==> src/rtl/cordic_seq_ctrl_if.sv <==
// Handshake bundle between the CORDIC sequencer, its two requesters, the
// carry-save sign detector, the iterative datapath and the completion consumer.
// master = the sequencer, slave = everything around it.
interface cordic_seq_ctrl_if;
    logic       req0;
    logic       req1;
    logic       ack0;
    logic       ack1;
    logic       dp_sel;
    logic       dp_load;
    logic       sd_start;
    logic       sd_done;
    logic       sd_sgn;
    logic       dp_en;
    logic       dp_dir;
    logic [3:0] dp_iter;
    logic       busy;
    logic       out_valid;
    logic       out_id;
    logic       out_err;
    logic       out_ready;

    modport master (
        input  req0, req1, sd_done, sd_sgn, out_ready,
        output ack0, ack1, dp_sel, dp_load, sd_start, dp_en, dp_dir, dp_iter,
               busy, out_valid, out_id, out_err
    );

    modport slave (
        output req0, req1, sd_done, sd_sgn, out_ready,
        input  ack0, ack1, dp_sel, dp_load, sd_start, dp_en, dp_dir, dp_iter,
               busy, out_valid, out_id, out_err
    );
endinterface

==> src/rtl/cordic_seq_ctrl.sv <==
// Iteration sequencer and round-robin arbiter for the shared iterative CORDIC
// stage. Each job: LOAD, then N_ITER x (ISSUE -> WAIT -> STEP), then DONE until
// the consumer accepts. Every output is a flop decoded from the next state, so
// no input reaches an output combinationally.
module cordic_seq_ctrl #(
    parameter int N_ITER  = 16,
    parameter int TIMEOUT = 15
) (
    input  logic               clk,
    input  logic               reset,
    cordic_seq_ctrl_if.master  bus
);

    typedef enum logic [2:0] {
        S_IDLE,
        S_LOAD,
        S_ISSUE,
        S_WAIT,
        S_STEP,
        S_DONE
    } state_t;

    localparam logic [3:0] LAST_ITER = 4'(N_ITER - 1);
    localparam logic [7:0] LAST_WAIT = 8'(TIMEOUT - 1);

    state_t     state_q, state_d;
    // Requester that wins the next tie; reset to 0 so req0 wins the first one,
    // and set to the loser on every grant.
    logic       prio_q, prio_d;
    logic       sel_q, sel_d;
    logic [3:0] iter_q, iter_d;
    logic [7:0] tmo_q, tmo_d;
    logic       dir_q, dir_d;
    logic       err_q, err_d;
    logic       gnt;

    logic ack0_q, ack0_d, ack1_q, ack1_d;
    logic dp_load_q, dp_load_d, sd_start_q, sd_start_d, dp_en_q, dp_en_d;
    logic busy_q, busy_d, out_valid_q, out_valid_d;
    logic out_id_q, out_id_d, out_err_q, out_err_d;

    // Next-state, job bookkeeping and the registered outputs of the next state.
    always_comb begin
        // NOTE: every _d gets a default before the case so no path leaves one
        // unassigned; that is what keeps this block free of inferred latches.
        state_d = state_q;
        prio_d  = prio_q;
        sel_d   = sel_q;
        iter_d  = iter_q;
        tmo_d   = tmo_q;
        dir_d   = dir_q;
        err_d   = err_q;
        gnt     = 1'b0;

        case (state_q)
            S_IDLE: begin
                if (bus.req0 || bus.req1) begin
                    gnt     = (bus.req0 && bus.req1) ? prio_q : bus.req1;
                    sel_d   = gnt;
                    prio_d  = ~gnt;
                    iter_d  = '0;
                    err_d   = 1'b0;
                    state_d = S_LOAD;
                end
            end
            S_LOAD: state_d = S_ISSUE;
            S_ISSUE: begin
                tmo_d   = '0;
                state_d = S_WAIT;
            end
            S_WAIT: begin
                // A result in the last allowed WAIT cycle still wins over the abort.
                if (bus.sd_done) begin
                    dir_d   = bus.sd_sgn;
                    state_d = S_STEP;
                end else if (tmo_q == LAST_WAIT) begin
                    err_d   = 1'b1;
                    state_d = S_DONE;
                end else begin
                    tmo_d = tmo_q + 8'd1;
                end
            end
            S_STEP: begin
                if (iter_q == LAST_ITER) begin
                    err_d   = 1'b0;
                    state_d = S_DONE;
                end else begin
                    iter_d  = iter_q + 4'd1;
                    state_d = S_ISSUE;
                end
            end
            S_DONE: begin
                if (bus.out_ready) state_d = S_IDLE;
            end
            default: state_d = S_IDLE;
        endcase

        ack0_d      = (state_d == S_LOAD) && !sel_d;
        ack1_d      = (state_d == S_LOAD) && sel_d;
        dp_load_d   = (state_d == S_LOAD);
        sd_start_d  = (state_d == S_ISSUE);
        dp_en_d     = (state_d == S_STEP);
        busy_d      = (state_d != S_IDLE);
        out_valid_d = (state_d == S_DONE);
        out_id_d    = (state_d == S_DONE) && sel_d;
        out_err_d   = (state_d == S_DONE) && err_d;
    end

    // All state and output flops; reset aborts any job without a completion.
    always_ff @(posedge clk or posedge reset) begin
        // NOTE: non-blocking assignments here so every flop samples the values
        // from before this edge, independent of statement order.
        if (reset) begin
            state_q     <= S_IDLE;
            prio_q      <= 1'b0;
            sel_q       <= 1'b0;
            iter_q      <= '0;
            tmo_q       <= '0;
            dir_q       <= 1'b0;
            err_q       <= 1'b0;
            ack0_q      <= 1'b0;
            ack1_q      <= 1'b0;
            dp_load_q   <= 1'b0;
            sd_start_q  <= 1'b0;
            dp_en_q     <= 1'b0;
            busy_q      <= 1'b0;
            out_valid_q <= 1'b0;
            out_id_q    <= 1'b0;
            out_err_q   <= 1'b0;
        end else begin
            state_q     <= state_d;
            prio_q      <= prio_d;
            sel_q       <= sel_d;
            iter_q      <= iter_d;
            tmo_q       <= tmo_d;
            dir_q       <= dir_d;
            err_q       <= err_d;
            ack0_q      <= ack0_d;
            ack1_q      <= ack1_d;
            dp_load_q   <= dp_load_d;
            sd_start_q  <= sd_start_d;
            dp_en_q     <= dp_en_d;
            busy_q      <= busy_d;
            out_valid_q <= out_valid_d;
            out_id_q    <= out_id_d;
            out_err_q   <= out_err_d;
        end
    end

    assign bus.ack0      = ack0_q;
    assign bus.ack1      = ack1_q;
    assign bus.dp_sel    = sel_q;
    assign bus.dp_load   = dp_load_q;
    assign bus.sd_start  = sd_start_q;
    assign bus.dp_en     = dp_en_q;
    assign bus.dp_dir    = dir_q;
    assign bus.dp_iter   = iter_q;
    assign bus.busy      = busy_q;
    assign bus.out_valid = out_valid_q;
    assign bus.out_id    = out_id_q;
    assign bus.out_err   = out_err_q;

endmodule

==> src/flat_wrapper.sv <==
// flat-port wrapper written by rule: the top's interface ports become plain ports
module cordic_seq_ctrl_flat 
#(
    parameter int N_ITER  = 16,
    parameter int TIMEOUT = 15
)
  (clk, reset, bus_req0, bus_req1, bus_sd_done, bus_sd_sgn, bus_out_ready, bus_ack0, bus_ack1, bus_dp_sel, bus_dp_load, bus_sd_start, bus_dp_en, bus_dp_dir, bus_dp_iter, bus_busy, bus_out_valid, bus_out_id, bus_out_err);
  cordic_seq_ctrl_if bus_i ();
  input  logic clk;
  input  logic reset;
  input wire logic [$bits(bus_i.req0)-1:0] bus_req0;
  input wire logic [$bits(bus_i.req1)-1:0] bus_req1;
  input wire logic [$bits(bus_i.sd_done)-1:0] bus_sd_done;
  input wire logic [$bits(bus_i.sd_sgn)-1:0] bus_sd_sgn;
  input wire logic [$bits(bus_i.out_ready)-1:0] bus_out_ready;
  output wire logic [$bits(bus_i.ack0)-1:0] bus_ack0;
  output wire logic [$bits(bus_i.ack1)-1:0] bus_ack1;
  output wire logic [$bits(bus_i.dp_sel)-1:0] bus_dp_sel;
  output wire logic [$bits(bus_i.dp_load)-1:0] bus_dp_load;
  output wire logic [$bits(bus_i.sd_start)-1:0] bus_sd_start;
  output wire logic [$bits(bus_i.dp_en)-1:0] bus_dp_en;
  output wire logic [$bits(bus_i.dp_dir)-1:0] bus_dp_dir;
  output wire logic [$bits(bus_i.dp_iter)-1:0] bus_dp_iter;
  output wire logic [$bits(bus_i.busy)-1:0] bus_busy;
  output wire logic [$bits(bus_i.out_valid)-1:0] bus_out_valid;
  output wire logic [$bits(bus_i.out_id)-1:0] bus_out_id;
  output wire logic [$bits(bus_i.out_err)-1:0] bus_out_err;
  assign bus_i.req0 = bus_req0;
  assign bus_i.req1 = bus_req1;
  assign bus_i.sd_done = bus_sd_done;
  assign bus_i.sd_sgn = bus_sd_sgn;
  assign bus_i.out_ready = bus_out_ready;
  assign bus_ack0 = bus_i.ack0;
  assign bus_ack1 = bus_i.ack1;
  assign bus_dp_sel = bus_i.dp_sel;
  assign bus_dp_load = bus_i.dp_load;
  assign bus_sd_start = bus_i.sd_start;
  assign bus_dp_en = bus_i.dp_en;
  assign bus_dp_dir = bus_i.dp_dir;
  assign bus_dp_iter = bus_i.dp_iter;
  assign bus_busy = bus_i.busy;
  assign bus_out_valid = bus_i.out_valid;
  assign bus_out_id = bus_i.out_id;
  assign bus_out_err = bus_i.out_err;
  cordic_seq_ctrl #(.N_ITER(N_ITER), .TIMEOUT(TIMEOUT)) u_core (.clk(clk), .reset(reset), .bus(bus_i));
endmodule
==> config.mk <==
export PLATFORM = sky130hd
export DESIGN_NAME = cordic_seq_ctrl_flat
export DESIGN_NICKNAME = d
export VERILOG_FILES = /design/src/rtl/cordic_seq_ctrl_if.sv /design/src/rtl/cordic_seq_ctrl.sv /design/src/flat_wrapper.sv
export SDC_FILE = /design/constraint.sdc
export NUM_CORES = 1
export LEC_CHECK = 0
export ABC_AREA = 0
export BUFFER_PORTS_ARGS = -buffer_cell sky130_fd_sc_hd__buf_2
export CAP_MARGIN = 10
export CORE_ASPECT_RATIO = 1.5
export CORE_MARGIN = 2
export CORE_UTILIZATION = 42
export CTS_BUF_LIST = sky130_fd_sc_hd__clkbuf_16
export CTS_CLUSTER_DIAMETER = 60
export CTS_CLUSTER_SIZE = 20
export DETAILED_ROUTE_END_ITERATION = 12
export HOLD_SLACK_MARGIN = 0.03
export PLACE_DENSITY = 0.6
export SKIP_CTS_REPAIR_TIMING = 1
export SYNTH_ARGS = -nofsm -noshare
export SYNTH_HDL_FRONTEND = slang
export SYNTH_SLANG_ARGS = --single-unit
export TNS_END_PERCENT = 5
==> constraint.sdc <==
create_clock -name clk -period 2.2 [get_ports clk]
set_input_delay 0.33 -clock clk [delete_from_list [all_inputs] [get_ports clk]]
set_output_delay 0.33 -clock clk [all_outputs]
set_load 0.02 [all_outputs]
==> flow_metrics.tcl <==
set metrics [dict create \
    syn_inst 134 \
    die-area_um2 3820 \
    drc_errors 0 \
    drv_cap 0 \
    cpPeakStageDelay_ns 0.72 \
    grt_use_total 0.172 \
    gp_congestion 0.810 \
    max_slew_margin 0.602 \
    final_cells 195 \
    clk_latency_ns 0.26 \
    die_y_um 74.7 \
    synth_nets 144 \
    final_nets 166 \
    crit_path_start_kind "flip-flop" \
    fin_skew_ns 0.00102 \
    yosys.area.top_type "dfrtp_1" \
    crit_arrival_ns 1.91 \
    ant_nets 0 \
    synthDistinctLibCells 47 \
    clkTransAtPathRegs_ns 0.07 \
    power_density_nw_per_um2 1230 \
    cp_data_required_time_ns 2.33 \
    yosys_warnings 0 \
    synthArstFlopShare 1.00 \
    finalSetupTns_ns 0 \
    synth_ff_type "dfrtp_1" \
    r2r_start "u_core.state_q[0]" \
    htree_levels 1 \
    path_max_fanout 20 \
    dp.cells 191 \
    clockRootBuffer "clkbuf_16" \
    ys_seq_area_frac 0.500 \
    pin_count 22 \
    via_per_inst 5.59 \
    cp-startpoint "u_core.state_q[0]" \
    finalCriticalPeriod_ns 1.78 \
    path_cells "nor3_2, o21a_1, a211oi_2, nand4b_1" \
    syn_area_um2 1400 \
    r2r_cells 4 \
    synthTopCellsByArea "dfrtp_1, nand2_1, ha_1" \
    ys_ff_latch 28 \
    cts_tree "built" \
    ir_drop_mv 0.535 \
    avgSynthCellArea_um2 10.5 \
    rsz0062_at_grt "no" \
    row_count 25 \
    drt_wl_total_um 2930 \
    dp_hpwl_um 2100 \
    via_count 1090 \
    initial_core_util 0.444 \
    top_register "u_core.tmo_q" \
    post-route-period-util 0.811 \
    synth-edff-count 0 \
    grt_max_degree 29 \
    clock_path_buffers 2 \
    drive_gt1_frac 0.232 \
    cts_made_buffers 3 \
    antenna_cells 0 \
    end_kind "flip-flop" \
    r2r_setup_slack_ns 0.42 \
    crit_type "flip-flop to flip-flop" \
    die_w_um 51.2 \
    io_buffers 21 \
    grt-ovfl-total 0 \
    core_um2 3160 \
    hold_path.class "primary input to asynchronous set/reset pin" \
    status "completed" \
    worst_pin_slew_ns 0.597 \
    synth_top_area_frac 0.500 \
    crit_slowest_cell "dfrtp_1" \
    finalSetupViolations 0 \
    cts_num_sinks 28 \
    antenna_found_initial 0 \
    fmax_ghz 0.560 \
    hold_violations 0 \
    slew_viol_final 0 \
    wl_per_cell_um 15.0 \
    design_area_um2 1610 \
    firstDrtPassIters 4 \
    power_leakage_nw 0.771 \
    drtIter0Drc 35 \
    largest_reg_flops 8 \
    placed_area_um2 1530 \
    grt_first_pass_wirelength_um 4810 \
    area_growth_pct 14.8 \
    first_global_vias 1054 \
]
[synthesized netlist by cell type, types with 2 or more instances]
cell type  count
buf_2          3
a21oi_1        6
o21a_1         2
nand2b_1       3
inv_1          9
nor3_1         4
nand3b_1       2
o21ai_0        3
nand4_1        4
ha_1           3
nor4_1         2
a31oi_1        3
mux2i_1        2
dfrtp_1       28
nand3_1        5
a211oi_2       2
and3_1         2
nand2_1       12
nor2_1         9
nor2b_1        2
o211ai_1       2
[stage by stage]
| stage | hold WS (ns) | setup WS [ns] | power (mW) | util |
|---|---|---|---|---|
| 2_1_floorplan | 0.395 | 0.638 | 1.39 | - |
| 3_3_place_gp | 0.407 | 0.490 | 1.56 | 0.484 |
| 3_5_place_dp | 0.419 | 0.426 | 1.59 | 0.484 |
| 4_1_cts | 0.134 | 0.406 | 2.01 | 0.509 |
| 5_1_grt | 0.170 | 0.310 | 2.12 | 0.509 |
| 6_report | 0.116 | 0.415 | 1.98 | 0.509 |
[final timing paths]
path / endpoint
setup / recovery: u_core.bus.busy
hold / removal: u_core.bus.busy
setup reg to reg: u_core.bus.busy
hold reg to reg: u_core.bus.ack0
max in group asynchronous: u_core.tmo_q[0]
min in group clk: u_core.bus.ack0
[final cells by class]
type	count	area, µm²
clock buffers	3	75.1
clock inverters	1	3.75
fillers	303	1550
inverters	9	33.8
multi-input cells	92	633
flip-flops and latches	28	701
well taps	40	50.0
repair buffers	22	113
[placed cells by master, fill, tap and decap left out, types with 3 or more instances in the layout]
cell type and instances:
inv_1 9, nand4_1 4, clkbuf_16 3, nor3_1 4, ha_1 3, nand2b_1 3
nor2_1 9, nand2_1 12, buf_2 21, a21oi_1 6, a31oi_1 3, dfrtp_1 28
nand3_1 5, o21ai_0 3
[routing by layer]
layer,vias to the layer above,global-route usage,wire [µm]
met5,-,0,0
met4,0,0.117,94
li1,529,-,-
met3,9,0.0258,98
met1,525,0.184,1190
met2,27,0.309,1550
[where the power goes]
| part | switching, mW | internal, mW |
|---|---|---|
| sequential | 0.195 | 0.659 |
| clock | 0.171 | 0.244 |
| combinational | 0.434 | 0.282 |
[kinds of logic after synthesis]
family	synth area share
simple gates	0.241
compound gates	0.155
flops	0.500
buf+inv	0.0482
mux	0.0223
fa+ha+maj	0.0268
xor+xnor	0.00625
[critical path, delay by kind of cell (launching register included)]
| kind | cells | cell delay, ns |
|---|---|---|
| flip-flops | 1 | 0.72 |
| AO/OA/AOI/OAI | 2 | 0.64 |
| AND/OR/NAND/NOR | 2 | 0.28 |
Power figures use the tool's default switching activity.
